`src/rtl/mem_access_unit_if.sv`:
```
// rtl/mem_access_unit_if.sv - MEM-stage request, data BRAM and board IO signal bundle
interface mem_access_unit_if #(
  parameter int RAM_AW = 14
);
  logic              MEM_MemRead;
  logic              MEM_MemWrite;
  logic              MEM_ioRead;
  logic              MEM_ioWrite;
  logic [31:0]       MEM_ALUResult;
  logic [31:0]       MEM_rs2_v;
  logic              ram_en;
  logic              ram_we;
  logic [RAM_AW-1:0] ram_addr;
  logic [31:0]       ram_wdata;
  logic [31:0]       ram_rdata;
  logic [11:0]       switch_in;
  logic [3:0]        key_in;
  logic [15:0]       led_out;
  logic [31:0]       seg_data;
  logic              stall;
  logic [31:0]       load_data;
  logic              load_valid;

  modport slave (
    input  MEM_MemRead, MEM_MemWrite, MEM_ioRead, MEM_ioWrite, MEM_ALUResult, MEM_rs2_v,
    input  ram_rdata, switch_in, key_in,
    output ram_en, ram_we, ram_addr, ram_wdata, led_out, seg_data, stall, load_data, load_valid
  );

  modport master (
    output MEM_MemRead, MEM_MemWrite, MEM_ioRead, MEM_ioWrite, MEM_ALUResult, MEM_rs2_v,
    output ram_rdata, switch_in, key_in,
    input  ram_en, ram_we, ram_addr, ram_wdata, led_out, seg_data, stall, load_data, load_valid
  );
endinterface

```
`src/rtl/mem_access_unit.sv`:
```
// rtl/mem_access_unit.sv - MEM-stage load/store unit: BRAM loads with stall, stores, memory-mapped IO
module mem_access_unit #(
  parameter logic [31:0] IO_BASE = 32'hFFFFFC00,
  parameter int          RAM_AW  = 14
) (
  input  logic            clk,
  input  logic            rst,
  mem_access_unit_if.slave bus
);

  typedef enum logic [1:0] {IDLE, RD_WAIT, RESP} state_t;

  state_t            state, state_nxt;
  logic [RAM_AW-1:0] addr_q;
  logic [31:0]       data_q;
  logic [11:0]       switch_meta, switch_sync;
  logic [3:0]        key_meta, key_sync;
  logic [31:0]       io_rdata;

  // IO requests outrank memory requests; a read outranks a write of the same kind
  logic in_io_window, io_wr, mem_rd, mem_wr;
  logic [7:0]        io_word;
  logic [RAM_AW-1:0] ram_word;
  logic              unused_byte_offset;

  assign in_io_window       = (bus.MEM_ALUResult[31:10] == IO_BASE[31:10]);
  assign io_word            = bus.MEM_ALUResult[9:2];
  assign ram_word           = bus.MEM_ALUResult[RAM_AW+1:2];
  assign unused_byte_offset = &{1'b0, bus.MEM_ALUResult[1:0]};
  assign io_wr  = bus.MEM_ioWrite & ~bus.MEM_ioRead;
  assign mem_rd = bus.MEM_MemRead & ~bus.MEM_ioRead & ~bus.MEM_ioWrite;
  assign mem_wr = bus.MEM_MemWrite & ~bus.MEM_MemRead & ~bus.MEM_ioRead & ~bus.MEM_ioWrite;

  always_comb begin
    io_rdata = '0;
    if (in_io_window) begin
      case (io_word)
        8'h1C:   io_rdata = {20'b0, switch_sync};
        8'h1D:   io_rdata = {28'b0, key_sync};
        default: io_rdata = '0;
      endcase
    end
  end

  always_ff @(posedge clk or posedge rst) begin
    if (rst) state <= IDLE;
    else     state <= state_nxt;
  end

  always_comb begin
    state_nxt = state;
    case (state)
      IDLE:    if (mem_rd) state_nxt = RD_WAIT;
      RD_WAIT: state_nxt = RESP;
      RESP:    state_nxt = IDLE;
      default: state_nxt = IDLE;
    endcase
  end

  always_comb begin
    bus.ram_en     = 1'b0;
    bus.ram_we     = 1'b0;
    bus.ram_addr   = '0;
    bus.ram_wdata  = '0;
    bus.stall      = 1'b0;
    bus.load_data  = '0;
    bus.load_valid = 1'b0;
    // Outputs are gated by rst so an abort never leaks a stall or a load_valid
    if (!rst) begin
      case (state)
        IDLE: begin
          if (bus.MEM_ioRead) begin
            bus.load_data  = io_rdata;
            bus.load_valid = 1'b1;
          end else if (mem_rd) begin
            bus.ram_en   = 1'b1;
            bus.ram_addr = ram_word;
            bus.stall    = 1'b1;
          end else if (mem_wr) begin
            bus.ram_en    = 1'b1;
            bus.ram_we    = 1'b1;
            bus.ram_addr  = ram_word;
            bus.ram_wdata = bus.MEM_rs2_v;
          end
        end
        RD_WAIT: begin
          bus.ram_en   = 1'b1;
          bus.ram_addr = addr_q;
          bus.stall    = 1'b1;
        end
        RESP: begin
          bus.load_data  = data_q;
          bus.load_valid = 1'b1;
        end
        default: ;
      endcase
    end
  end

  always_ff @(posedge clk or posedge rst) begin
    if (rst) begin
      addr_q      <= '0;
      data_q      <= '0;
      bus.led_out <= '0;
      bus.seg_data <= '0;
      switch_meta <= '0;
      switch_sync <= '0;
      key_meta    <= '0;
      key_sync    <= '0;
    end else begin
      switch_meta <= bus.switch_in;
      switch_sync <= switch_meta;
      key_meta    <= bus.key_in;
      key_sync    <= key_meta;
      if (state == IDLE && mem_rd) addr_q <= ram_word;
      if (state == RD_WAIT)        data_q <= bus.ram_rdata;
      if (state == IDLE && io_wr && in_io_window) begin
        if (io_word == 8'h18) bus.led_out  <= bus.MEM_rs2_v[15:0];
        if (io_word == 8'h20) bus.seg_data <= bus.MEM_rs2_v;
      end
    end
  end

endmodule

```
`src/flat_wrapper.sv`:
```
// flat-port wrapper written by rule: the top's interface ports become plain ports
module mem_access_unit_flat 
#(
  parameter logic [31:0] IO_BASE = 32'hFFFFFC00,
  parameter int          RAM_AW  = 14
)
  (clk, rst, bus_MEM_MemRead, bus_MEM_MemWrite, bus_MEM_ioRead, bus_MEM_ioWrite, bus_MEM_ALUResult, bus_MEM_rs2_v, bus_ram_rdata, bus_switch_in, bus_key_in, bus_ram_en, bus_ram_we, bus_ram_addr, bus_ram_wdata, bus_led_out, bus_seg_data, bus_stall, bus_load_data, bus_load_valid);
  mem_access_unit_if #(.RAM_AW(RAM_AW)) bus_i ();
  input  logic clk;
  input  logic rst;
  input wire logic [$bits(bus_i.MEM_MemRead)-1:0] bus_MEM_MemRead;
  input wire logic [$bits(bus_i.MEM_MemWrite)-1:0] bus_MEM_MemWrite;
  input wire logic [$bits(bus_i.MEM_ioRead)-1:0] bus_MEM_ioRead;
  input wire logic [$bits(bus_i.MEM_ioWrite)-1:0] bus_MEM_ioWrite;
  input wire logic [$bits(bus_i.MEM_ALUResult)-1:0] bus_MEM_ALUResult;
  input wire logic [$bits(bus_i.MEM_rs2_v)-1:0] bus_MEM_rs2_v;
  input wire logic [$bits(bus_i.ram_rdata)-1:0] bus_ram_rdata;
  input wire logic [$bits(bus_i.switch_in)-1:0] bus_switch_in;
  input wire logic [$bits(bus_i.key_in)-1:0] bus_key_in;
  output wire logic [$bits(bus_i.ram_en)-1:0] bus_ram_en;
  output wire logic [$bits(bus_i.ram_we)-1:0] bus_ram_we;
  output wire logic [$bits(bus_i.ram_addr)-1:0] bus_ram_addr;
  output wire logic [$bits(bus_i.ram_wdata)-1:0] bus_ram_wdata;
  output wire logic [$bits(bus_i.led_out)-1:0] bus_led_out;
  output wire logic [$bits(bus_i.seg_data)-1:0] bus_seg_data;
  output wire logic [$bits(bus_i.stall)-1:0] bus_stall;
  output wire logic [$bits(bus_i.load_data)-1:0] bus_load_data;
  output wire logic [$bits(bus_i.load_valid)-1:0] bus_load_valid;
  assign bus_i.MEM_MemRead = bus_MEM_MemRead;
  assign bus_i.MEM_MemWrite = bus_MEM_MemWrite;
  assign bus_i.MEM_ioRead = bus_MEM_ioRead;
  assign bus_i.MEM_ioWrite = bus_MEM_ioWrite;
  assign bus_i.MEM_ALUResult = bus_MEM_ALUResult;
  assign bus_i.MEM_rs2_v = bus_MEM_rs2_v;
  assign bus_i.ram_rdata = bus_ram_rdata;
  assign bus_i.switch_in = bus_switch_in;
  assign bus_i.key_in = bus_key_in;
  assign bus_ram_en = bus_i.ram_en;
  assign bus_ram_we = bus_i.ram_we;
  assign bus_ram_addr = bus_i.ram_addr;
  assign bus_ram_wdata = bus_i.ram_wdata;
  assign bus_led_out = bus_i.led_out;
  assign bus_seg_data = bus_i.seg_data;
  assign bus_stall = bus_i.stall;
  assign bus_load_data = bus_i.load_data;
  assign bus_load_valid = bus_i.load_valid;
  mem_access_unit #(.IO_BASE(IO_BASE), .RAM_AW(RAM_AW)) u_core (.clk(clk), .rst(rst), .bus(bus_i));
endmodule
```
`config.mk`:
```
export PLATFORM = sky130hd
export DESIGN_NAME = mem_access_unit_flat
export DESIGN_NICKNAME = d
export VERILOG_FILES = /design/src/rtl/mem_access_unit_if.sv /design/src/rtl/mem_access_unit.sv /design/src/flat_wrapper.sv
export SDC_FILE = /design/constraint.sdc
export NUM_CORES = 1
export LEC_CHECK = 0
export CAP_MARGIN = 20
export CORE_MARGIN = 2
export CORE_UTILIZATION = 45
export CTS_CLUSTER_SIZE = 8
export DETAILED_ROUTE_END_ITERATION = 12
export HOLD_SLACK_MARGIN = 0.05
export PLACE_DENSITY = 0.86
export REMOVE_ABC_BUFFERS = 1
export SLEW_MARGIN = 25
export SYNTH_ARGS = -nofsm -noshare
export SYNTH_HDL_FRONTEND = slang
export SYNTH_SLANG_ARGS = --single-unit
```
`constraint.sdc`:
```
create_clock -name clk -period 15.7 [get_ports clk]
set_input_delay 3.14 -clock clk [delete_from_list [all_inputs] [get_ports clk]]
set_output_delay 3.14 -clock clk [all_outputs]
set_load 0.005 [all_outputs]
```
==> results of run 1 <==
[worst max-delay path by stage]
| stage | slack (ns) | endpoint | cells past startpoint |
|---|---|---|---|
| after floorplan | 6.13 | bus_load_data[12] | 2 |
| after global placement | 6.79 | bus_ram_wdata[25] | 7 |
| after detailed placement | 6.68 | bus_ram_wdata[24] | 7 |
| after CTS | 6.65 | bus_ram_wdata[24] | 7 |
| after global routing | 6.48 | bus_ram_wdata[24] | 7 |
| final | 6.66 | bus_ram_wdata[24] | 7 |
[cell usage after synthesis]
cell,number
nand4_2,1
nand3_1,12
o21a_1,1
a22oi_1,14
and2_1,33
nor4_4,1
dfrtp_1,128
or3b_1,1
buf_2,6
nand4bb_1,1
a21oi_1,13
nor3b_1,9
nand3b_1,2
nor4_2,1
clkbuf_1,21
nor2b_1,1
nand4bb_4,1
nor2_1,22
or2_0,1
mux2i_1,4
or2_2,2
mux2_1,10
mux2_2,84
nand2_1,15
nor4_1,3
nand4_1,5
inv_1,3
and3_1,20
nor3_1,1
[power groups by stage]
stage / clock (mW) / sequential, mW / combinational, mW
floorplan: 0 / 0.378 / 0.0443
global placement: 0 / 0.380 / 0.0917
detailed placement: 0 / 0.383 / 0.0950
CTS: 0.410 / 0.377 / 0.0957
global route: 0.426 / 0.381 / 0.102
finish: 0.404 / 0.378 / 0.0948
[kinds of logic after synthesis]
kind of cell    after synthesis  synth area share, %
buf+inv                      30                2.230
simple gates                132                14.61
mux                          98                20.40
flops                       128                59.47
compound gates               28                3.298
[layout make-up]
cell class / instances / area share, %
repair buffers: 249 / 28.87
inverters: 3 / 0.1891
multi-input cells: 258 / 24.44
well taps: 143 / 2.081
clock buffers: 20 / 5.311
clock inverters: 12 / 1.862
flip-flops and latches: 128 / 37.25
[flip-flops by register name, summed over array words and instances (netlist names)]
register             cells
u_core.switch_sync      12
u_core.data_q           32
u_core.switch_meta      12
u_core.key_meta          4
u_core.addr_q           14
u_core.bus.seg_data     32
u_core.state             2
u_core.bus.led_out      16
u_core.key_sync          4
[layer usage]
metal | up-vias | share of wire (%) | track usage (%)
li1 | 1944 | - | -
met1 | 2143 | 39 | 28.40
met2 | 145 | 52 | 41.44
met3 | 37 | 5.1 | 6.589
met4 | 0 | 3.3 | 12.03
met5 | - | 0 | 0
[per-stage QoR]
stage / area [µm²] / std cells
2_1_floorplan: 5278 / 389
3_3_place_gp: 7969 / 781
3_5_place_dp: 7969 / 781
4_1_cts: 8586 / 813
5_1_grt: 8600 / 813
6_report: 8600 / 813
==> summary.md, run 1 <==
| Metric | Value |
|---|---|
| Synthesis-to-finish area growth | `59.65%` |
| Worst slew margin | `40.42%` |
| Drt pass-1 iters | `4` |
| CP Cell Sequence | `clkdlybuf4s50_1, or2_0, or3b_1, nor4_4, buf_4, and2_1, clkdlybuf4s50_1` |
| Req. time, crit path | `roughly 13 ns` |
| Antenna cells | `0` |
| Post-synthesis register bit count | `128` |
| R2R Setup Slk | `12.88 ns` |
| Core Footprint | `11560 µm²` |
| CTS tree | `yes` |
| Power Density | `102.0 nW/µm²` |
| WHS Path Cells | `0` |
| Worst hold start | `u_core.switch_meta[9]$_DFF_PP0_` |
| Setup TNS | `0 ns` |
| Max-slew violations | `0` |
| Critical path origin | `rst` |
| Fillers | `between 700 and 800` |
| CP delay by family, top | `simple AND/OR/NAND/NOR gates` |
| FP Rows | `39` |
| CTS Buf Count | `17` |
| Max clock buf depth | `2` |
| Drt wl/cell | `18.82 µm` |
| Worst path buffer plus inverter count | `3` |
| Commonest non-fill, non-tap cell in the layout | `clkdlybuf4s50_1` |
| Pint | `~0.68 mW` |
| Sequential share of power | `between 40% and 50%` |
| Final setup violation count | `0` |
| Initial antenna violation count | `0` |
| RR Startpoint | `u_core.state[1]$_DFFE_PP0P_` |
| Clock-pin slew on the worst setup and hold paths | `approximately 0.060 ns` |
| Gr usage total | `between 20% and 30%` |
| Mean post-synth cell area | `12.95 µm²` |
| Critical Path AT | `5.90 ns` |
| Share of layout cells above drive strength 1 | `19.25%` |
| Clk root buf | `clkbuf_16` |
| Pre-CTS WS | `6.683 ns` |
| Util after Layout | `74.36%` |
| Htree depth | `4` |
| Vias in the first global route | `4571` |
| Design Power | `0.8767 mW` |
| Sequential share of the synthesized area | `59.47%` |
| Comb power frac | `10.8%` |
| Gr ovfl total | `0` |
| Peak supply drop | `0.1092 mV` |
| DR vias/cell | `5.251` |
| Post-synth cell types | `29` |
| # DRC | `0` |
| Clk Latency, worst-skew pair | `0.42 ns` |
| Placer congestion estimate | `approximately 0.84` |
| Post-CTS Setup Bufs | `0` |
| WS Path Type | `in -> out` |
| Fin worst setup slack | `~6.7 ns` |
| Via count | `4269` |
| Final Cycle Share | `a little under three fifths` |
| Final antenna-violating net count | `0` |
| Number of port buffers | `between 200 and 250` |
| Cts hold-fix bufs | `0` |
| Clk_skew | `0.01150 ns` |
| Top-area cell type share of the netlist area | `about 59%` |
| Status | `finished, final reports clean` |
| F_max | `~110 MHz` |
| Switching power total | `around 0.20 mW` |
| Endpoints failing hold | `0` |
| Drt first-iter violations | `218` |
| Startpoint Class | `primary input` |
| Net total in the final layout | `between 700 and 800` |
| Clock network fraction of total power | `46.1%` |
| Static leakage | `3.716 nW` |
| Post-Route WL | `15.30 mm` |
| Mapped Area | `5386 µm²` |
| FF+latch area | `3203 µm²` |
| Initial Util | `46.58%` |
| Die span in y | `113.4 µm` |
| Max stage delay on crit path | `approximately 0.53 ns` |
| Area contributors post-synth | `dfrtp_1 (59%), mux2_2 (18%), and2_1 (3.8%)` |
| Commonest non-fill, non-tap cells in the layout | `clkdlybuf4s50_1 (245), dfrtp_1 (128), mux2_2 (84)` |
| CP max stage cell | `or2_0` |
| First-pass GRT wire length | `23.76 mm` |
| CTS resizes | `0` |
| DIE WIDTH | `between 100 and 150 µm` |
| Synth warnings | `0` |
| Hold Crit Class | `reg -> reg` |
| Critical Path End Type | `output port` |
| Pin count of the biggest net entering global routing | `79` |
| Multi-input logic area | `2102 µm²` |
| Final min period | `roughly 9.0 ns` |
| Crit Path Max Fanout | `34` |
| Reg2reg end | `u_core.bus.led_out[1]$_DFFE_PP0P_` |
| IO Pins | `~250` |
| Synth area leader | `dfrtp_1` |
| Switching Share | `22.37%` |
| Most frequent CP cell | `clkdlybuf4s50_1` |
| Hold path endpoint | `u_core.switch_sync[9]$_DFF_PP0_` |
| DPL Wire Length | `approximately 11 mm` |
| Mapped Cells | `approximately 420` |
| Clock sink count | `128` |
| Hold slack final | `0.3441 ns` |
| R2r worst-path depth | `4` |
| Max-Cap Viols | `0` |
| Die footprint | `12860 µm²` |
| Least-Margin Pin Slew | `0.8938 ns` |
| RSZ-0062 raised after global routing | `no` |
Power figures use the tool's default switching activity.
==> inputs of run 2 (changes only) <==
--- a/config.mk
+++ b/config.mk
@@ -7,11 +7,11 @@
 export LEC_CHECK = 0
 export CAP_MARGIN = 20
 export CORE_MARGIN = 2
-export CORE_UTILIZATION = 45
+export CORE_UTILIZATION = 42
 export CTS_CLUSTER_SIZE = 8
 export DETAILED_ROUTE_END_ITERATION = 12
 export HOLD_SLACK_MARGIN = 0.05
-export PLACE_DENSITY = 0.86
+export PLACE_DENSITY = 0.81
 export REMOVE_ABC_BUFFERS = 1
 export SLEW_MARGIN = 25
 export SYNTH_ARGS = -nofsm -noshare
==> constraint.sdc (replaced) <==
create_clock -name clk -period 8.43 [get_ports clk]
set_input_delay 1.686 -clock clk [delete_from_list [all_inputs] [get_ports clk]]
set_output_delay 1.686 -clock clk [all_outputs]
set_load 0.005 [all_outputs]
==> run 2 against run 1 <==
Worst setup slack lost 4.3 ns. Sequential share of layout area fell by 0.16 points. First-iteration DRC count fell by 24%. Critical path depth unchanged. Clock skew is 0.0039 ns lower. Utilization down 5.6 points. Non-clock buffer count stayed put. Count of clock-buffer cells in the layout is 3 higher. Register-to-register slack worse by 7.2 ns. Critical endpoint is now bus_ram_wdata[28]. Largest cell class unchanged. Largest power group unchanged.
==> summary.md, run 2 (synthesized netlist as in run 1, its figures left out) <==
| Metric | Value |
|---|---|
| R2r worst-path depth | `4 (unchanged)` |
| Initial antenna violation count | `0 (unchanged)` |
| Clock network fraction of total power | `46.0% (about the same)` |
| CP delay by family, top | `simple AND/OR/NAND/NOR gates` |
| Clk root buf | `clkbuf_16` |
| Drt pass-1 iters | `4 (unchanged)` |
| Multi-input logic area | `2102 µm² (unchanged)` |
| Status | `finished, final reports clean` |
| Power Density | `188.7 nW/µm² (+85%)` |
| Initial Util | `42.86% (-3.7 points)` |
| DR vias/cell | `4.893 (-6.8%)` |
| Critical Path AT | `4.39 ns (-1.51 ns)` |
| Gr ovfl total | `0 (unchanged)` |
| Final setup violation count | `0 (unchanged)` |
| Max stage delay on crit path | `0.52 ns (about the same)` |
| # DRC | `0 (unchanged)` |
| CP max stage cell | `or3b_1` |
| Static leakage | `3.727 nW (+0.30%)` |
| Final Cycle Share | `72.13%` |
| DPL Wire Length | `11.20 mm (+1.3%)` |
| Fin worst setup slack | `2.349 ns (-4.313 ns)` |
| Htree depth | `4 (unchanged)` |
| Die footprint | `13750 µm² (+6.9%)` |
| Pin count of the biggest net entering global routing | `94 (+19%)` |
| IO Pins | `248 (unchanged)` |
| CTS Buf Count | `17 (unchanged)` |
| Util after Layout | `68.71% (-5.6 points)` |
| CTS resizes | `0 (unchanged)` |
| Critical Path End Type | `output port` |
| Cts hold-fix bufs | `0 (unchanged)` |
| WS Path Type | `in -> out` |
| Sequential share of power | `43.2% (about the same)` |
| CP Cell Sequence | `clkdlybuf4s50_1, or2_0, or3b_1, nor4_4, buf_4, and2_1, clkdlybuf4s50_1` |
| Antenna cells | `0 (unchanged)` |
| Core Footprint | `12570 µm² (+8.7%)` |
| DIE WIDTH | `117.2 µm (+3.4%)` |
| Drt wl/cell | `17.95 µm (-4.6%)` |
| Final min period | `6.081 ns` |
| Dpl cells | `810 (+3.7%)` |
| Clock-pin slew on the worst setup and hold paths | `0.05 ns (about the same)` |
| Switching Share | `21.32% (-1.0 points)` |
| WHS Path Cells | `0 (unchanged)` |
| Max clock buf depth | `2 (unchanged)` |
| Largest registers | `u_core.bus.seg_data (32), u_core.data_q (32), u_core.bus.led_out (16)` |
| Placed inst area | `8005 µm² (+0.46%)` |
| Share of layout cells above drive strength 1 | `19.10% (-0.15 points)` |
| Most frequent CP cell | `clkdlybuf4s50_1` |
| RSZ-0062 raised after global routing | `no` |
| FP Rows | `41 (+5.1%)` |
| Peak supply drop | `0.1541 mV (+41%)` |
| Vias in the first global route | `4280 (-6.4%)` |
| Fillers | `923 (+18%)` |
| Commonest non-fill, non-tap cells in the layout | `clkdlybuf4s50_1 (245), dfrtp_1 (128), mux2_2 (84)` |
| Clk Latency, worst-skew pair | `0.41 ns (about the same)` |
| F_max | `164.5 MHz` |
| Crit Path Max Fanout | `34 (unchanged)` |
| Clock sink count | `128 (unchanged)` |
| Drt first-iter violations | `165 (-24%)` |
| Net total in the final layout | `775 (unchanged)` |
| Least-Margin Pin Slew | `0.8209 ns (-0.07288 ns)` |
| Via count | `4120 (-3.5%)` |
| Synthesis-to-finish area growth | `60.33%` |
| Placer congestion estimate | `0.8285 (-1.8%)` |
| Switching power total | `0.3475 mW (+77%)` |
| Post-CTS Setup Bufs | `0 (unchanged)` |
| Commonest non-fill, non-tap cell in the layout | `clkdlybuf4s50_1` |
| Clk_skew | `0.007614 ns (-0.003885 ns)` |
| Startpoint Class | `primary input` |
| Setup TNS | `0 ns (unchanged)` |
| Hold Crit Class | `reg -> reg` |
| FF+latch area | `3203 µm² (unchanged)` |
| Comb power frac | `10.8% (about the same)` |
| Req. time, crit path | `6.74 ns (-5.82 ns)` |
| First-pass GRT wire length | `22.91 mm (-3.6%)` |
| Crit path depth | `7 (unchanged)` |
| Worst path buffer plus inverter count | `3 (unchanged)` |
| Final antenna-violating net count | `0 (unchanged)` |
| CTS tree | `yes` |
| Finished Layout Cells | `842 (+3.6%)` |
| Number of port buffers | `245 (unchanged)` |
| Worst slew margin | `44.86% (+4.4 points)` |
| Max-Cap Viols | `0 (unchanged)` |
| Die span in y | `117.2 µm (+3.4%)` |
| Pint | `1.282 mW (+88%)` |
| Endpoints failing hold | `0 (unchanged)` |
| Post-Route WL | `15.11 mm (-1.2%)` |
| Post-Layout Inst Area | `8636 µm² (+0.42%)` |
| Max-slew violations | `0 (unchanged)` |
| Gr usage total | `22.52% (-1.8 points)` |
| Pre-CTS WS | `2.353 ns (-4.330 ns)` |
## run 2: cell type report
class,instances,area share (%)
Tap cell,172,2.492
Inverter,3,0.1884
Sequential cell,128,37.09
Timing Repair Buffer,249,28.75
Clock inverter,9,1.492
Multi-Input combinational cell,258,24.34
Clock buffer,23,5.651
## run 2: worst paths after layout
path                                                       to  slack, ns                             from
max                                         bus_ram_wdata[28]       2.35                              rst
min                           u_core.switch_sync[5]$_DFF_PP0_       0.34  u_core.switch_meta[5]$_DFF_PP0_
max reg2reg                 u_core.bus.led_out[1]$_DFFE_PP0P_       5.66      u_core.state[1]$_DFFE_PP0P_
min reg2reg                   u_core.switch_sync[5]$_DFF_PP0_       0.34  u_core.switch_meta[5]$_DFF_PP0_
max in group asynchronous  u_core.bus.seg_data[5]$_DFFE_PP0P_       5.40                              rst
min in group asynchronous       u_core.data_q[11]$_DFFE_PP0P_       1.82                              rst
## run 2: worst register-to-register path, cell delays in order (launching register included)
cell and delay, ns:
dfrtp_1 0.49, nand4bb_4 0.26, nor4_4 0.75, nand4_2 0.64
mux2_1 0.52
## run 2: per-stage QoR
step / power [mW] / hold slack (ns)
CTS: 1.649 / 0.3475
global route: 1.699 / 0.3529
global placement: 0.8813 / 0.3342
detailed placement: 0.8914 / 0.3355
floorplan: 0.7863 / 0.3312
finish: 1.630 / 0.3446
## run 2: routing by layer
layer  global-route usage, %  wire length [µm]  up-vias
met5                       0                 0        -
met4                   10.67               389        0
met3                   5.819               846       29
met2                   36.78              7803      122
met1                   28.03              6071     2030
li1                        -                 -     1939
## run 2: power by group through the flow
stage	logic [mW]	clock network [mW]	registers, mW
detailed placement	0.178	0	0.714
floorplan	0.0825	0	0.704
finish	0.176	0.750	0.704
global route	0.192	0.796	0.711
global placement	0.172	0	0.709
CTS	0.179	0.767	0.703
==> inputs of run 3 (changes only) <==
--- a/config.mk
+++ b/config.mk
@@ -7,11 +7,11 @@
 export LEC_CHECK = 0
 export CAP_MARGIN = 20
 export CORE_MARGIN = 2
-export CORE_UTILIZATION = 42
+export CORE_UTILIZATION = 38
 export CTS_CLUSTER_SIZE = 8
 export DETAILED_ROUTE_END_ITERATION = 12
 export HOLD_SLACK_MARGIN = 0.05
-export PLACE_DENSITY = 0.81
+export PLACE_DENSITY = 0.78
 export REMOVE_ABC_BUFFERS = 1
 export SLEW_MARGIN = 25
 export SYNTH_ARGS = -nofsm -noshare
==> constraint.sdc (replaced) <==
create_clock -name clk -period 5.3 [get_ports clk]
set_input_delay 1.06 -clock clk [delete_from_list [all_inputs] [get_ports clk]]
set_output_delay 1.06 -clock clk [all_outputs]
set_load 0.005 [all_outputs]
==> run 3 against run 2 <==
Combinational power up 60%. Register-to-register slack worse by 3.3 ns. Non-clock buffer count up 3. Final cell count up 1.3%. Sequential share of layout area down 0.11 points. Global-route usage down 3.0 points. Power up 59%. Largest power group unchanged.
==> summary.md, run 3 (synthesized netlist as in run 1, its figures left out) <==
| Metric | Value |
|---|---|
| Req. time, crit path | `4.24 ns (-2.50 ns)` |
| Critical Path End Type | `output port` |
| Final min period | `4.609 ns` |
| Final Cycle Share | `86.96%` |
| Critical path origin | `rst` |
| Power Density | `298.9 nW/µm² (+58%)` |
| Static leakage | `3.729 nW (about the same)` |
| Hold Crit Class | `reg -> reg` |
| Fillers | `1075 (+16%)` |
| FP Rows | `43 (+4.9%)` |
| Final antenna-violating net count | `0 (unchanged)` |
| Antenna cells | `0 (unchanged)` |
| F_max | `217.0 MHz` |
| Finished Layout Cells | `853 (+1.3%)` |
| DIE WIDTH | `123.1 µm (+5.0%)` |
| CP Cell Sequence | `clkdlybuf4s50_1, or2_0, buf_4, or3b_1, nor4_4, buf_4, and2_1, clkdlybuf4s50_1` |
| Peak supply drop | `0.2110 mV (+37%)` |
| Clock-pin slew on the worst setup and hold paths | `0.06 ns (about the same)` |
| Least-Margin Pin Slew | `0.8296 ns (+0.008683 ns)` |
| Status | `finished, final reports clean` |
| CP max stage cell | `clkdlybuf4s50_1` |
| # DRC | `0 (unchanged)` |
| IO Pins | `248 (unchanged)` |
| Post-Route WL | `14.64 mm (-3.2%)` |
| Clk_skew | `0.005728 ns (-0.001886 ns)` |
| Startpoint Class | `primary input` |
| CTS tree | `yes` |
| Drt pass-1 iters | `5 (+1)` |
| Hold slack final | `0.3416 ns (-0.003000 ns)` |
| Max stage delay on crit path | `0.51 ns (about the same)` |
| Die span in y | `123.1 µm (+5.0%)` |
| Top Usage Layer GRT | `met2` |
| Endpoints failing hold | `0 (unchanged)` |
| Final setup violation count | `0 (unchanged)` |
| Clk Latency, worst-skew pair | `0.40 ns (about the same)` |
| Dpl cells | `821 (+1.4%)` |
| GR Util met3 | `5.812% (-0.0069 points)` |
| Htree depth | `4 (unchanged)` |
| Post-CTS Setup Bufs | `0 (unchanged)` |
| Worst slew margin | `44.28% (-0.58 points)` |
| DPL Wire Length | `10.79 mm (-3.7%)` |
| Max-Cap Viols | `0 (unchanged)` |
| Max clock buf depth | `2 (unchanged)` |
| Gr usage total | `19.50% (-3.0 points)` |
| Commonest non-fill, non-tap cell in the layout | `clkdlybuf4s50_1` |
| Global-route track usage on met1 | `24.00% (-4.0 points)` |
| Synthesis-to-finish area growth | `60.81%` |
| Pin count of the biggest net entering global routing | `93 (-1.1%)` |
| Critical Path AT | `3.55 ns (-0.84 ns)` |
| RSZ-0062 raised after global routing | `no` |
| Initial Util | `38.80% (-4.1 points)` |
| Max-slew violations | `0 (unchanged)` |
| Vias in the first global route | `4296 (+0.37%)` |
| Net total in the final layout | `778 (+0.39%)` |
| Clock sink count | `128 (unchanged)` |
| Number of port buffers | `245 (unchanged)` |
| R2R Setup Slk | `2.39 ns (-3.27 ns)` |
| Crit Path Max Fanout | `34 (unchanged)` |
| Placer congestion estimate | `0.8242 (-0.52%)` |
| Die footprint | `15140 µm² (+10%)` |
| CTS resizes | `0 (unchanged)` |
| Gr ovfl total | `0 (unchanged)` |
| Share of layout cells above drive strength 1 | `19.76% (+0.66 points)` |
| Clk root buf | `clkbuf_16` |
| CP delay by family, top | `buffers and inverters` |
| Core Footprint | `13880 µm² (+10%)` |
| Grt met2 use | `32.56% (-4.2 points)` |
| Initial antenna violation count | `0 (unchanged)` |
| Cts hold-fix bufs | `0 (unchanged)` |
| Largest registers | `u_core.bus.seg_data (32), u_core.data_q (32), u_core.bus.led_out (16)` |
| WS Path Type | `in -> out` |
| Via count | `4194 (+1.8%)` |
| Worst path buffer plus inverter count | `4 (+1)` |
| RR Startpoint | `u_core.state[1]$_DFFE_PP0P_` |
| CTS Buf Count | `17 (unchanged)` |
| Commonest non-fill, non-tap cells in the layout | `clkdlybuf4s50_1 (245), dfrtp_1 (128), mux2_2 (84)` |
| First-pass GRT wire length | `22.46 mm (-2.0%)` |
| Drt wl/cell | `17.16 µm (-4.4%)` |
| DR vias/cell | `4.917 (+0.48%)` |
| Worst hold start | `u_core.switch_meta[2]$_DFF_PP0_` |
| Drt first-iter violations | `210 (+27%)` |
==> run 3: cell types whose count changed in the layout (fill, tap and decap cells not counted), sizes merged <==
cell	previous run	this run
clkbuf	23	18
buf	4	7
inv	4	7
clkinv	3	5
==> run 3: layer usage <==
metal | vias up | wire length (µm) | share of wire [%]
li1 | 1955 | - | -
met1 | 2085 | 5838 | 40
met2 | 141 | 7613 | 52
met3 | 13 | 1023 | 7.0
met4 | 0 | 160 | 1.1
met5 | - | 0 | 0
==> run 3: layout make-up <==
cell class / instances / area [µm²] / share of cell area [%]
repair buffers: 252 / 2505 / 28.92
inverters: 3 / 16.27 / 0.1878
clock buffers: 18 / 439.2 / 5.070
well taps: 180 / 225.2 / 2.600
multi-input cells: 258 / 2093 / 24.17
flip-flops and latches: 128 / 3203 / 36.98
clock inverters: 14 / 180.2 / 2.080
==> run 3: power breakdown <==
| part | switching [mW] | total [mW] | internal (mW) |
|---|---|---|---|
| Combinational | 0.103 | 0.281 | 0.178 |
| Sequential | 0.0438 | 1.12 | 1.07 |
| Clock | 0.431 | 1.19 | 0.759 |
==> run 3: path summary, 6_finish.rpt <==
check / endpoint / cells after the start
worst min register to register: u_core.switch_sync[2]$_DFF_PP0_ / 0
max in group asynchronous: u_core.bus.seg_data[18]$_DFFE_PP0P_ / 3
min in group asynchronous: u_core.data_q[15]$_DFFE_PP0P_ / 2
worst min-delay path: u_core.switch_sync[2]$_DFF_PP0_ / 0
worst max-delay path: bus_ram_wdata[5] / 8
worst max register to register: u_core.bus.led_out[7]$_DFFE_PP0P_ / 5
==> run 3: worst reg2reg max path, stage by stage, from the launching register on <==
cell and delay, ns:
dfrtp_1 0.48, nand4bb_4 0.26, nor4_4 0.75, buf_4 0.24, nand4_2 0.51, mux2_1 0.54
==> run 3: per-stage QoR <==
| step | total power, mW | TNS (ns) | util [%] | cell area, µm² | setup slack, ns |
|---|---|---|---|---|---|
| 6_report | 2.589 | 0 | 62.40 | 8662 | 0.6913 |
| 5_1_grt | 2.703 | 0 | 62.40 | 8662 | 0.5481 |
| 4_1_cts | 2.626 | 0 | 62.40 | 8662 | 0.6732 |
| 3_5_place_dp | 1.418 | 0 | 57.94 | 8043 | 0.6861 |
| 3_3_place_gp | 1.401 | 0 | 57.91 | 8038 | 0.7330 |
| 2_1_floorplan | 1.251 | -2.118 | - | 5278 | -0.1059 |
